[src/rtl/alu_uart_ctrl_if.sv]
// Byte-stream and ALU handshake bundle for the command sequencer.
// The controller uses the slave view; the surrounding fabric (or a bench) uses master.
interface alu_uart_ctrl_if;
    logic [7:0]  rx_data_i;
    logic        rx_valid_i;
    logic        rx_ready_o;
    logic [7:0]  tx_data_o;
    logic        tx_valid_o;
    logic        tx_ready_i;
    logic [1:0]  alu_op_o;
    logic [31:0] alu_a_o;
    logic [31:0] alu_b_o;
    logic        alu_valid_o;
    logic        alu_ready_i;
    logic [31:0] alu_result_i;
    logic        alu_result_valid_i;
    logic        error_o;

    modport slave (
        input  rx_data_i, rx_valid_i, tx_ready_i, alu_ready_i, alu_result_i, alu_result_valid_i,
        output rx_ready_o, tx_data_o, tx_valid_o, alu_op_o, alu_a_o, alu_b_o, alu_valid_o, error_o
    );

    modport master (
        output rx_data_i, rx_valid_i, tx_ready_i, alu_ready_i, alu_result_i, alu_result_valid_i,
        input  rx_ready_o, tx_data_o, tx_valid_o, alu_op_o, alu_a_o, alu_b_o, alu_valid_o, error_o
    );
endinterface

[src/rtl/alu_uart_ctrl.sv]
// Command sequencer: parses framed UART packets, echoes payloads or folds
// 32-bit operands through the ALU, and returns result/error bytes.
module alu_uart_ctrl #(
    parameter int unsigned TIMEOUT_CYCLES = 100000,
    parameter logic [7:0]  ERR_BYTE       = 8'hEE
) (
    input logic            clk_i,
    input logic            rst_i,
    alu_uart_ctrl_if.slave bus
);
    localparam logic [31:0] TMO_LAST = 32'(TIMEOUT_CYCLES - 1);

    typedef enum logic [3:0] {
        S_IDLE, S_RSV, S_LEN_LO, S_LEN_HI, S_ECHO, S_OPERAND,
        S_ALU_REQ, S_ALU_WAIT, S_TX_RESULT, S_DRAIN, S_TX_ERR
    } state_t;

    state_t      r_state, w_next;
    logic [7:0]  r_opcode, r_len_lo, r_hold;
    logic [15:0] r_cnt;
    logic [31:0] r_acc, r_opnd, r_tmo;
    logic [1:0]  r_byte_idx;
    logic        r_first, r_hold_full, r_err;

    logic        w_rx_ready, w_tx_valid, w_rx_fire, w_tx_fire, w_tmo_run, w_timeout, w_is_alu;
    logic [15:0] w_len;
    logic [31:0] w_word;
    logic [7:0]  w_tx_data;

    assign w_len    = {bus.rx_data_i, r_len_lo};
    assign w_word   = {bus.rx_data_i, r_opnd[31:8]};
    assign w_is_alu = (r_opcode == 8'hAD) || (r_opcode == 8'h88) || (r_opcode == 8'hD1);

    assign w_rx_ready = (r_state inside {S_IDLE, S_RSV, S_LEN_LO, S_LEN_HI, S_OPERAND, S_DRAIN})
                      || (r_state == S_ECHO && !r_hold_full);
    assign w_tx_valid = (r_state == S_ECHO && r_hold_full)
                      || (r_state == S_TX_RESULT) || (r_state == S_TX_ERR);
    assign w_rx_fire  = bus.rx_valid_i && w_rx_ready;
    assign w_tx_fire  = w_tx_valid && bus.tx_ready_i;

    // Inactivity is only meaningful while waiting on the sender.
    assign w_tmo_run = (r_state inside {S_RSV, S_LEN_LO, S_LEN_HI, S_OPERAND, S_DRAIN})
                     || (r_state == S_ECHO && !r_hold_full);
    assign w_timeout = w_tmo_run && !w_rx_fire && (r_tmo == TMO_LAST);

    always_comb begin
        w_tx_data = '0;
        case (r_state)
            S_ECHO:      w_tx_data = r_hold;
            S_TX_RESULT: w_tx_data = r_acc[{r_byte_idx, 3'b000} +: 8];
            S_TX_ERR:    w_tx_data = ERR_BYTE;
            default:     w_tx_data = '0;
        endcase
    end

    assign bus.rx_ready_o  = w_rx_ready && !rst_i;
    assign bus.tx_valid_o  = w_tx_valid;
    assign bus.tx_data_o   = w_tx_data;
    assign bus.alu_valid_o = (r_state == S_ALU_REQ);
    assign bus.alu_op_o    = (r_opcode == 8'h88) ? 2'd1 : (r_opcode == 8'hD1) ? 2'd2 : 2'd0;
    assign bus.alu_a_o     = r_acc;
    assign bus.alu_b_o     = r_opnd;
    assign bus.error_o     = r_err;

    always_ff @(posedge clk_i or posedge rst_i) begin
        if (rst_i) r_state <= S_IDLE;
        else       r_state <= w_next;
    end

    always_comb begin
        w_next = r_state;
        if (w_timeout) begin
            w_next = S_IDLE;
        end else begin
            case (r_state)
                S_IDLE:   if (w_rx_fire) w_next = S_RSV;
                S_RSV:    if (w_rx_fire) w_next = S_LEN_LO;
                S_LEN_LO: if (w_rx_fire) w_next = S_LEN_HI;
                S_LEN_HI: begin
                    if (w_rx_fire) begin
                        if (r_opcode == 8'hEC && w_len == 16'd4)                    w_next = S_IDLE;
                        else if (r_opcode == 8'hEC && w_len > 16'd4)                w_next = S_ECHO;
                        else if (w_is_alu && w_len >= 16'd8 && w_len[1:0] == 2'b00) w_next = S_OPERAND;
                        else if (w_len <= 16'd4)                                    w_next = S_TX_ERR;
                        else                                                        w_next = S_DRAIN;
                    end
                end
                S_ECHO:    if (w_tx_fire && r_cnt == 16'd1) w_next = S_IDLE;
                S_OPERAND: begin
                    if (w_rx_fire && r_byte_idx == 2'd3) begin
                        if (!r_first)            w_next = S_ALU_REQ;
                        else if (r_cnt == 16'd1) w_next = S_TX_RESULT;
                    end
                end
                S_ALU_REQ:   if (bus.alu_ready_i) w_next = S_ALU_WAIT;
                S_ALU_WAIT:  if (bus.alu_result_valid_i) w_next = (r_cnt == 16'd0) ? S_TX_RESULT : S_OPERAND;
                S_TX_RESULT: if (w_tx_fire && r_byte_idx == 2'd3) w_next = S_IDLE;
                S_DRAIN:     if (w_rx_fire && r_cnt == 16'd1) w_next = S_TX_ERR;
                S_TX_ERR:    if (w_tx_fire) w_next = S_IDLE;
                default:     w_next = S_IDLE;
            endcase
        end
    end

    always_ff @(posedge clk_i or posedge rst_i) begin
        if (rst_i) begin
            r_opcode    <= '0;
            r_len_lo    <= '0;
            r_hold      <= '0;
            r_hold_full <= 1'b0;
            r_cnt       <= '0;
            r_acc       <= '0;
            r_opnd      <= '0;
            r_tmo       <= '0;
            r_byte_idx  <= '0;
            r_first     <= 1'b0;
            r_err       <= 1'b0;
        end else begin
            r_err <= 1'b0;
            if (w_rx_fire || !w_tmo_run) r_tmo <= '0;
            else                         r_tmo <= r_tmo + 32'd1;

            if (w_timeout) begin
                r_err       <= 1'b1;
                r_opcode    <= '0;
                r_hold_full <= 1'b0;
                r_cnt       <= '0;
                r_acc       <= '0;
                r_opnd      <= '0;
                r_byte_idx  <= '0;
            end else begin
                case (r_state)
                    S_IDLE:   if (w_rx_fire) r_opcode <= bus.rx_data_i;
                    S_LEN_LO: if (w_rx_fire) r_len_lo <= bus.rx_data_i;
                    S_LEN_HI: begin
                        if (w_rx_fire) begin
                            r_cnt       <= w_len - 16'd4;
                            r_byte_idx  <= '0;
                            r_first     <= 1'b1;
                            r_hold_full <= 1'b0;
                        end
                    end
                    S_ECHO: begin
                        if (w_rx_fire) begin
                            r_hold      <= bus.rx_data_i;
                            r_hold_full <= 1'b1;
                        end
                        if (w_tx_fire) begin
                            r_hold_full <= 1'b0;
                            r_cnt       <= r_cnt - 16'd1;
                        end
                    end
                    S_OPERAND: begin
                        if (w_rx_fire) begin
                            r_opnd     <= w_word;
                            r_byte_idx <= r_byte_idx + 2'd1;
                            r_cnt      <= r_cnt - 16'd1;
                            if (r_byte_idx == 2'd3 && r_first) begin
                                r_acc   <= w_word;
                                r_first <= 1'b0;
                            end
                        end
                    end
                    S_ALU_WAIT:  if (bus.alu_result_valid_i) r_acc <= bus.alu_result_i;
                    S_TX_RESULT: if (w_tx_fire) r_byte_idx <= r_byte_idx + 2'd1;
                    S_DRAIN:     if (w_rx_fire) r_cnt <= r_cnt - 16'd1;
                    S_TX_ERR:    if (w_tx_fire) r_err <= 1'b1;
                    default: ;
                endcase
            end
        end
    end
endmodule

[src/flat_wrapper.sv]
// flat-port wrapper written by rule: the top's interface ports become plain ports
module alu_uart_ctrl_flat 
#(
    parameter int unsigned TIMEOUT_CYCLES = 100000,
    parameter logic [7:0]  ERR_BYTE       = 8'hEE
)
  (clk_i, rst_i, bus_rx_data_i, bus_rx_valid_i, bus_tx_ready_i, bus_alu_ready_i, bus_alu_result_i, bus_alu_result_valid_i, bus_rx_ready_o, bus_tx_data_o, bus_tx_valid_o, bus_alu_op_o, bus_alu_a_o, bus_alu_b_o, bus_alu_valid_o, bus_error_o);
  alu_uart_ctrl_if bus_i ();
  input logic clk_i;
  input logic rst_i;
  input wire logic [$bits(bus_i.rx_data_i)-1:0] bus_rx_data_i;
  input wire logic [$bits(bus_i.rx_valid_i)-1:0] bus_rx_valid_i;
  input wire logic [$bits(bus_i.tx_ready_i)-1:0] bus_tx_ready_i;
  input wire logic [$bits(bus_i.alu_ready_i)-1:0] bus_alu_ready_i;
  input wire logic [$bits(bus_i.alu_result_i)-1:0] bus_alu_result_i;
  input wire logic [$bits(bus_i.alu_result_valid_i)-1:0] bus_alu_result_valid_i;
  output wire logic [$bits(bus_i.rx_ready_o)-1:0] bus_rx_ready_o;
  output wire logic [$bits(bus_i.tx_data_o)-1:0] bus_tx_data_o;
  output wire logic [$bits(bus_i.tx_valid_o)-1:0] bus_tx_valid_o;
  output wire logic [$bits(bus_i.alu_op_o)-1:0] bus_alu_op_o;
  output wire logic [$bits(bus_i.alu_a_o)-1:0] bus_alu_a_o;
  output wire logic [$bits(bus_i.alu_b_o)-1:0] bus_alu_b_o;
  output wire logic [$bits(bus_i.alu_valid_o)-1:0] bus_alu_valid_o;
  output wire logic [$bits(bus_i.error_o)-1:0] bus_error_o;
  assign bus_i.rx_data_i = bus_rx_data_i;
  assign bus_i.rx_valid_i = bus_rx_valid_i;
  assign bus_i.tx_ready_i = bus_tx_ready_i;
  assign bus_i.alu_ready_i = bus_alu_ready_i;
  assign bus_i.alu_result_i = bus_alu_result_i;
  assign bus_i.alu_result_valid_i = bus_alu_result_valid_i;
  assign bus_rx_ready_o = bus_i.rx_ready_o;
  assign bus_tx_data_o = bus_i.tx_data_o;
  assign bus_tx_valid_o = bus_i.tx_valid_o;
  assign bus_alu_op_o = bus_i.alu_op_o;
  assign bus_alu_a_o = bus_i.alu_a_o;
  assign bus_alu_b_o = bus_i.alu_b_o;
  assign bus_alu_valid_o = bus_i.alu_valid_o;
  assign bus_error_o = bus_i.error_o;
  alu_uart_ctrl #(.TIMEOUT_CYCLES(TIMEOUT_CYCLES), .ERR_BYTE(ERR_BYTE)) u_core (.clk_i(clk_i), .rst_i(rst_i), .bus(bus_i));
endmodule
[config.mk]
export PLATFORM = sky130hd
export DESIGN_NAME = alu_uart_ctrl_flat
export DESIGN_NICKNAME = d
export VERILOG_FILES = /design/src/rtl/alu_uart_ctrl_if.sv /design/src/rtl/alu_uart_ctrl.sv /design/src/flat_wrapper.sv
export SDC_FILE = /design/constraint.sdc
export NUM_CORES = 1
export LEC_CHECK = 0
export CORE_MARGIN = 5
export CORE_UTILIZATION = 50
export CTS_CLUSTER_SIZE = 20
export DETAILED_ROUTE_END_ITERATION = 8
export DONT_BUFFER_PORTS = 1
export GPL_ROUTABILITY_DRIVEN = 0
export HOLD_SLACK_MARGIN = 0.08
export PLACE_DENSITY = 0.68
export SLEW_MARGIN = 20
export SYNTH_ARGS = -nofsm -noshare
export SYNTH_HDL_FRONTEND = slang
export SYNTH_SLANG_ARGS = --single-unit
[constraint.sdc]
create_clock -name clk_i -period 11.4 [get_ports clk_i]
set_input_delay 1.71 -clock clk_i [delete_from_list [all_inputs] [get_ports clk_i]]
set_output_delay 1.71 -clock clk_i [all_outputs]
set_load 0.005 [all_outputs]
==> results of run 1 <==
==> flip-flops by register name, summed over array words and instances, names as in the netlist <==
name	flops
u_core.r_byte_idx	2
u_core.r_cnt	16
u_core.r_len_lo	8
u_core.r_opcode	8
u_core.bus.error_o	1
u_core.bus.alu_b_o	32
u_core.r_state	4
u_core.r_hold_full	1
u_core.r_tmo	32
u_core.bus.alu_a_o	32
u_core.r_first	1
u_core.r_hold	8
==> power breakdown <==
part | internal [mW] | switching (mW)
clock | 0.329 | 0.242
sequential | 0.592 | 0.134
combinational | 0.195 | 0.285
==> area by class of cell <==
| class | count | area share |
|---|---|---|
| repair buffers | 7 | 0.00604 |
| clock buffers | 17 | 0.0489 |
| multi-input cells | 617 | 0.473 |
| clock inverters | 15 | 0.0199 |
| inverters | 8 | 0.00403 |
| flip-flops and latches | 145 | 0.417 |
| well taps | 216 | 0.0311 |
==> Yosys cell counts (all sizes together) (18+ instances only) <==
master | instances | share of area
dfrtp | 145 | 0.45
nor2 | 112 | 0.052
nand2 | 78 | 0.036
mux2i | 72 | 0.090
o22ai | 37 | 0.029
clkbuf | 36 | 0.026
o21ai | 36 | 0.022
a21oi | 35 | 0.022
xor2 | 26 | 0.028
nand3 | 23 | 0.014
nor3 | 21 | 0.014
buf | 18 | 0.012
==> critical path: stages, from the launching register on <==
cell and delay (ns):
dfrtp_1 0.67, inv_1 0.20, nor2_1 0.70, o21ai_0 0.23
a21oi_1 0.35
==> logic make-up after synthesis <==
| group | count (synthesis) |
|---|---|
| AND/OR/NAND/NOR | 323 |
| AO/OA/AOI/OAI | 152 |
| flip-flops | 145 |
| multiplexers | 96 |
| buffers and inverters | 62 |
| XOR/XNOR | 39 |
| adder cells (fa/ha/maj) | 7 |
==> metal layers <==
| metal | vias to the layer above | global-route usage | part of all wire | routed length [um] |
|---|---|---|---|---|
| met5 | - | 0 | 0 | 0 |
| met3 | 40 | 0.0783 | 0.084 | 1780 |
| met1 | 3194 | 0.294 | 0.41 | 8680 |
| li1 | 2909 | - | - | - |
| met2 | 256 | 0.372 | 0.48 | 10200 |
| met4 | 0 | 0.0737 | 0.022 | 456 |
==> final timing paths <==
path                                                to  slack (ns)  cells after the start
worst max-delay path                  bus_tx_data_o[1]        7.10                      4
worst min-delay path                   u_core.r_tmo[0]        0.49                      1
worst max register to register        u_core.r_cnt[12]        8.00                      7
worst min register to register         u_core.r_tmo[0]        0.49                      1
max in group asynchronous       u_core.bus.alu_a_o[17]        8.83                      2
min in group asynchronous             u_core.r_tmo[10]        1.30                      1
==> stage by stage <==
| stage | power, mW | instances | hold WS, ns |
|---|---|---|---|
| 2_1_floorplan | 1.10 | 824 | 0.448 |
| 5_1_grt | 1.87 | 1025 | 0.530 |
| 4_1_cts | 1.77 | 1025 | 0.495 |
| 3_3_place_gp | 1.18 | 993 | 0.471 |
| 6_report | 1.78 | 1025 | 0.491 |
| 3_5_place_dp | 1.20 | 993 | 0.486 |
==> metrics.csv, run 1 <==
metric,value,unit
final setup margin,7.10,ns
number of synthesized flops with an enable pin,0,
Mean Syn Cell Area,9.77,um^2
Syn-to-layout area delta,8.04,%
HPWL after DPL,14400,um
nature of the critical path startpoint,flop,
post-synthesis mux area share,0.134,
row count,46,
Routed Antenna Nets,0,
DR pass1 iterations,7,
Die H,137,um
overall die width,137,um
max_slew headroom,0.295,
Clock transition at path regs,0.06,ns
crit path max fanout,17,
cts bufs inserted,17,
Post-Place Worst Slack,7.53,ns
H-Tree Depth,4,
antenna violations before repair,0,
Post-Syn Area,8050,um^2
Total Routed Length,21100,um
IO buf count,0,
footprint of the multi-input gates,4110,um^2
DRC violations left,0,
min-delay src,u_core.r_tmo[0],
RR Startpoint,u_core.r_state[0],
fin nets,849,
Clock Path Buffers,2,
Leakage,3.80,nW
clk root buf,clkbuf_16,
Final Slew Violations,0,
grt total ovfl,0,
vias in the first global route,6228,
synthesized netlist net count,877,
Initial Utilization,0.509,
DR iter-0 viols,477,
fmax,0.233,GHz
Fin Setup TNS,0,ns
Synth Flop Type,dfrtp_1,
share of layout cells above drive strength 1,0.105,
die area,18700,um^2
CP endpoint kind,output pin,
RSZ-0062 raised after global routing,no,
Period minus WS final,4.30,ns
Unique masters post-synth,66,
# clock sinks,145,
Core ar.,15800,um^2
worst-margin pin slew,1.06,ns
#FFs+latches synth,145,
"most common cell after layout, fill and taps aside",dfrtp_1,
cts hold-fix bufs,0,
Final Hold Viols,0,
routed via count,6399,
buffer count from post-CTS setup fixing,0,
first-pass GRT wire length,33700,um
GR Util All Layers,0.231,
run status,"finished, final reports clean",
CP Class,reg -> out,
Util after Layout,0.549,
fin crit share,0.377,
Ys Warns,0,
"Cell Area, Placed",8090,um^2
DR vias/cell,6.24,
antenna cells,0,
largest net degree at the start of global routing,97,
post-synthesis adder-cell area fraction,0.0109,
FF/Latch Area,3630,um^2
HP Class,reg -> reg,
asr flop ratio synth,1.00,
Post-Syn Instances,824,
Post-Synth Simple-Gate Area,0.203,
Clock Latency Late Sink,0.43,ns
"Non-Filler Cell Area, Final",8700,um^2
worst clock skew,0.0129,ns
Worst EP required,9.69,ns
"IR drop worst, VDD",0.148,mV
fill count,1366,
# setup viols final,0,
Max Cap Violations,0,
post-synthesis compound-gate area fraction,0.117,
XOR/XNOR share of the synthesized area,0.0424,
most frequent cells in the layout,"dfrtp_1 (145), nor2_1 (112), nand2_1 (77)",
routed len/inst,20.6,um
Critical Path Start,u_core.r_state[3],
CTS tree,done,
# IOs,124,
post-CTS sizing,0,
Worst Path Arrival,2.59,ns
power per cell area,204,nW/um^2
main combinational cell family by area after synthesis,simple AND/OR/NAND/NOR gates,
"Seq/Total Area, Yosys",0.451,
No activity file was read; power rests on OpenSTA's default activity.
==> inputs of run 2 (changes only) <==
--- a/config.mk
+++ b/config.mk
@@ -12,7 +12,7 @@
 export DONT_BUFFER_PORTS = 1
 export GPL_ROUTABILITY_DRIVEN = 0
 export HOLD_SLACK_MARGIN = 0.08
-export PLACE_DENSITY = 0.68
+export PLACE_DENSITY = 0.71
 export SLEW_MARGIN = 20
 export SYNTH_ARGS = -nofsm -noshare
 export SYNTH_HDL_FRONTEND = slang
==> constraint.sdc (replaced) <==
create_clock -name clk_i -period 3.79 [get_ports clk_i]
set_input_delay 0.5685 -clock clk_i [delete_from_list [all_inputs] [get_ports clk_i]]
set_output_delay 0.5685 -clock clk_i [all_outputs]
set_load 0.005 [all_outputs]
==> run 2 against run 1 <==
Against the previous run: global-route usage is 0.58 points higher; register-to-register slack worse by 7.0 ns; power rose to 3.0 times the previous value; clock power grew to 3.0 times the previous value; combinational power rose to 3.1 times the previous value; critical path depth is the same; routed wire length grew 0.10%; via count increased by 0.23%; clock skew increased by 0.0036 ns; sequential power rose to 3.0 times the previous value; count of clock-buffer cells in the layout did not move.
==> metrics.csv, run 2 (synthesis results as in run 1) <==
metric,value,unit,change
Leakage,3.85,nW,+1.4%
worst clock skew,0.0165,ns,+0.00365 ns
clk root buf,clkbuf_16,,
R2R Path End,u_core.bus.alu_a_o[4],,
buffer count from post-CTS setup fixing,0,,unchanged
fmax,0.317,GHz,
overall die width,137,um,unchanged
Clock transition at path regs,0.07,ns,about the same
grt total ovfl,0,,unchanged
Pint,3.28,mW,+190%
DR iter-0 viols,621,,+30%
H-Tree Depth,4,,unchanged
"IR drop worst, VDD",0.347,mV,+130%
routed len/inst,20.4,um,-0.77%
worst-margin pin slew,1.06,ns,+0.00439 ns
CTS tree,done,,
Clock Latency Late Sink,0.44,ns,about the same
first-pass GRT wire length,34500,um,+2.3%
RSZ-0062 raised after global routing,no,,
RR Startpoint,u_core.r_state[2],,
Worst Hold Depth,1,,unchanged
max_slew headroom,0.289,,-0.00543
DR pass1 iterations,5,,-2
Routed Antenna Nets,0,,unchanged
fin nets,858,,+1.1%
routed via count,6414,,+0.23%
post-CTS sizing,0,,unchanged
largest net degree at the start of global routing,65,,-33%
# clock sinks,145,,unchanged
Core ar.,15800,um^2,unchanged
CP Class,reg -> out,,
hold slack final,0.282,ns,-0.210 ns
nature of the critical path startpoint,flop,,
Final Slew Violations,0,,unchanged
Worst EP required,3.22,ns,-6.47 ns
CP endpoint kind,output pin,,
Combinational Power Share,0.276,,+0.006
most frequent cells in the layout,"dfrtp_1 (145), nor2_1 (112), nand2_1 (77)",,
HPWL after DPL,14500,um,+0.81%
DR vias/cell,6.20,,-0.64%
"most common cell after layout, fill and taps aside",dfrtp_1,,
cts hold-fix bufs,1,,+1
Switching Share,0.384,,+0.0123
antenna cells,0,,unchanged
min-delay src,bus_rx_data_i[1],,
Hold Crit Endpoint,u_core.r_len_lo[1],,
fill count,1368,,+0.15%
Syn-to-layout area delta,9.16,%,
antenna violations before repair,0,,unchanged
IO buf count,0,,unchanged
Total Routed Length,21100,um,+0.10%
# IOs,124,,unchanged
row count,46,,unchanged
power per cell area,605,nW/um^2,+200%
Worst Path Arrival,2.58,ns,about the same
share of layout cells above drive strength 1,0.114,,+0.00862
fin crit share,0.831,,
Initial Utilization,0.509,,unchanged
vias in the first global route,6096,,-2.1%
GR Util All Layers,0.236,,+0.00578
Max Cap Violations,0,,unchanged
R2R setup slack,1.03,ns,-6.97 ns
# setup viols final,0,,unchanged
HP Class,in -> reg,,
die area,18700,um^2,unchanged
Fin Setup TNS,0,ns,unchanged
DRC violations left,0,,unchanged
Net Sw Power,2.04,mW,+210%
Period minus WS final,3.15,ns,
crit path max fanout,17,,unchanged
Final Hold Viols,0,,unchanged
R2R depth,5,,-2
run status,"finished, final reports clean",,
Clock Path Buffers,2,,unchanged
Reg power frac,0.404,,-0.005
Die H,137,um,unchanged
cts bufs inserted,17,,unchanged
clock share of power,0.320,,about the same
==> run 2: cell types whose count changed in the layout (fill, tap and decap cells not counted), sizes merged <==
cell / previous run / this run
buf: 7 / 15
bufinv: 2 / 0
dlygate4sd3: 0 / 1
inv: 15 / 14
clkinv: 3 / 8
clkinvlp: 3 / 1
==> run 2: power groups by stage <==
stage	logic [mW]	clock network, mW	registers (mW)
floorplan	1.30	0	2.01
global placement	1.43	0	2.16
detailed placement	1.45	0	2.16
CTS	1.46	1.72	2.14
global route	1.64	1.79	2.19
finish	1.47	1.70	2.15
==> run 2: final cells by class <==
class | instances | area (um^2) | share of cell area
multi-input cells | 617 | 4100 | 0.467
repair buffers | 16 | 135 | 0.0154
clock buffers | 17 | 425 | 0.0484
flip-flops and latches | 145 | 3630 | 0.413
inverters | 8 | 33.8 | 0.00385
well taps | 216 | 270 | 0.0308
clock inverters | 15 | 189 | 0.0215
==> run 2: per-stage QoR <==
step	util	area, um^2	total power [mW]	worst slack, ns	std cells
global placement	0.516	8160	3.59	1.17	1001
floorplan	-	8050	3.31	1.40	824
CTS	0.555	8790	5.32	0.718	1034
detailed placement	0.516	8160	3.62	1.10	1001
finish	0.555	8790	5.32	0.639	1034
global route	0.555	8790	5.63	0.505	1034
==> run 2: how the worst max path moves through the flow <==
stage,endpoint,slack [ns],from,cells after the start
after floorplan,u_core.bus.alu_a_o[0],1.40,rst_i,1
after global placement,u_core.bus.alu_a_o[12],1.17,u_core.r_byte_idx[1],7
after detailed placement,u_core.bus.alu_a_o[12],1.10,u_core.r_state[2],5
after CTS,bus_tx_data_o[4],0.72,u_core.r_state[3],4
after global routing,bus_tx_data_o[6],0.51,u_core.r_state[3],4
final,bus_tx_data_o[4],0.64,u_core.r_state[3],4
==> run 2: routing by layer <==
layer	up-vias	GRT usage	wire, um
met5	-	0	0
met4	0	0.0710	435
met3	32	0.0632	1460
met2	255	0.370	10100
met1	3172	0.324	9090
li1	2955	-	-
==> run 2: worst max-delay path, stage by stage, from the launching register on <==
cell and delay (ns):
dfrtp_1 0.68, inv_1 0.19, nor2_1 0.67, a22oi_1 0.18, nor3_1 0.43
==> inputs of run 3 (changes only) <==
==> constraint.sdc (replaced) <==
create_clock -name clk_i -period 2.6 [get_ports clk_i]
set_input_delay 0.39 -clock clk_i [delete_from_list [all_inputs] [get_ports clk_i]]
set_output_delay 0.39 -clock clk_i [all_outputs]
set_load 0.005 [all_outputs]
==> run 3 against run 2 <==
Against the previous run: worst hold slack got worse by 0.17 ns; power is 48% higher; non-clock buffer count increased by 15; register-to-register slack got worse by 0.75 ns; die area did not move; via count fell by 1.1%; clock skew is 0.0011 ns lower; count of clock-buffer cells in the layout did not move; utilization grew 1.0 points; critical path type unchanged; critical endpoint unchanged.
==> metrics.csv, run 3 (synthesis results as in run 1) <==
metric,value,unit,change
largest net degree at the start of global routing,146,,+120%
fin nets,873,,+1.7%
Worst Path Arrival,2.08,ns,-0.50 ns
CP endpoint kind,output pin,,
Syn-to-layout area delta,11.1,%,
die area,18700,um^2,unchanged
antenna cells,0,,unchanged
fmax,0.404,GHz,
"Non-Filler Cell Area, Final",8940,um^2,+1.8%
routed len/inst,20.0,um,-1.8%
HPWL after DPL,14300,um,-1.6%
worst-margin pin slew,0.799,ns,-0.263 ns
CP Class,reg -> out,,
Max Cap Violations,0,,unchanged
H-Tree Depth,4,,unchanged
Clock transition at path regs,0.07,ns,about the same
routed via count,6346,,-1.1%
Fin Setup TNS,0,ns,unchanged
Initial Utilization,0.509,,unchanged
antenna violations before repair,0,,unchanged
Clock Path Buffers,2,,unchanged
Routed Antenna Nets,0,,unchanged
"IR drop worst, VDD",0.537,mV,+55%
Total Routed Length,21000,um,-0.39%
vias in the first global route,6053,,-0.71%
# clock sinks,145,,unchanged
Period minus WS final,2.47,ns,
crit path max fanout,10,,-7
Clock Latency Late Sink,0.43,ns,about the same
share of layout cells above drive strength 1,0.131,,+0.0172
fin crit share,0.952,,
footprint of the multi-input gates,4110,um^2,about the same
fill count,1332,,-2.6%
cts bufs inserted,17,,unchanged
DR iter-0 viols,578,,-6.9%
# setup viols final,0,,unchanged
GR Util All Layers,0.234,,-0.00225
Final Slew Violations,0,,unchanged
final setup margin,0.126,ns,-0.513 ns
nature of the critical path startpoint,flop,,
Post-Place Worst Slack,0.339,ns,-0.766 ns
"most common cell after layout, fill and taps aside",dfrtp_1,,
most frequent cells in the layout,"dfrtp_1 (145), nor2_1 (112), nand2_1 (77)",,
# IOs,124,,unchanged
Die H,137,um,unchanged
row count,46,,unchanged
DRC violations left,0,,unchanged
power per cell area,881,nW/um^2,+46%
first-pass GRT wire length,34100,um,-1.1%
overall die width,137,um,unchanged
HP Class,in -> reg,,
run status,"finished, final reports clean",,
RSZ-0062 raised after global routing,no,,
FF/Latch Area,3630,um^2,unchanged
Worst EP required,2.21,ns,-1.01 ns
Final Hold Viols,0,,unchanged
CTS tree,done,,
Leakage,3.94,nW,+2.2%
DR vias/cell,6.05,,-2.5%
DR pass1 iterations,5,,unchanged
max_slew headroom,0.467,,+0.178
"Cell Area, Placed",8320,um^2,+2.0%
Core ar.,15800,um^2,unchanged
grt total ovfl,0,,unchanged
worst clock skew,0.0154,ns,-0.00108 ns
clk root buf,clkbuf_16,,
IO buf count,0,,unchanged
[run 3: worst max-delay path: stages, from the launching register on]
cell	delay [ns]
dfrtp_1	0.45
buf_4	0.21
inv_1	0.12
nor2_1	0.20
buf_4	0.21
a22oi_1	0.10
nor3_1	0.37
[run 3: area by class of cell]
cell class / count / area share
clock buffers: 17 / 0.0476
well taps: 216 / 0.0302
clock inverters: 15 / 0.0201
repair buffers: 31 / 0.0333
flip-flops and latches: 145 / 0.406
inverters: 8 / 0.00378
multi-input cells: 617 / 0.459
[run 3: final timing paths]
path                              startpoint                  to  slack, ns  cells past startpoint
setup / recovery           u_core.r_state[3]    bus_tx_data_o[4]       0.13                      6
hold / removal              bus_rx_data_i[4]  u_core.r_len_lo[4]       0.11                      1
setup reg to reg           u_core.r_state[3]   u_core.r_state[2]       0.28                      7
hold reg to reg              u_core.r_tmo[0]     u_core.r_tmo[0]       0.49                      1
max in group asynchronous              rst_i     u_core.r_tmo[8]       1.34                      3
min in group asynchronous              rst_i    u_core.r_cnt[13]       0.63                      3
[run 3: what timing repair did]
| item | 4_1_cts | 5_1_grt |
|---|---|---|
| gates resized for setup | 0 | 1 |
| setup buffers | 0 | 0 |
| hold buffers | 0 | 1 |
| hold endpoints to repair | 0 | 7 |
| endpoints found under the setup margin | 0 | 1 |
[run 3: power by group]
group	switching [mW]	internal, mW
sequential	0.511	2.59
combinational	1.33	0.970
clock	1.17	1.30
total	3.01	4.87
[run 3: stage by stage]
| step | util | hold slack, ns | total power [mW] | std cells |
|---|---|---|---|---|
| CTS | 0.564 | 0.0986 | 7.88 | 1048 |
| floorplan | - | 0.448 | 4.83 | 824 |
| detailed placement | 0.526 | 0.480 | 5.38 | 1016 |
| global placement | 0.526 | 0.473 | 5.35 | 1016 |
| global route | 0.565 | 0.100 | 8.34 | 1049 |
| finish | 0.565 | 0.110 | 7.88 | 1049 |
[run 3: layer usage]
layer | vias up | global-route usage | routed length [um]
met3 | 28 | 0.0669 | 1570
met2 | 233 | 0.361 | 10200
met5 | - | 0 | 0
met1 | 3108 | 0.317 | 8810
li1 | 2977 | - | -
met4 | 0 | 0.0859 | 446
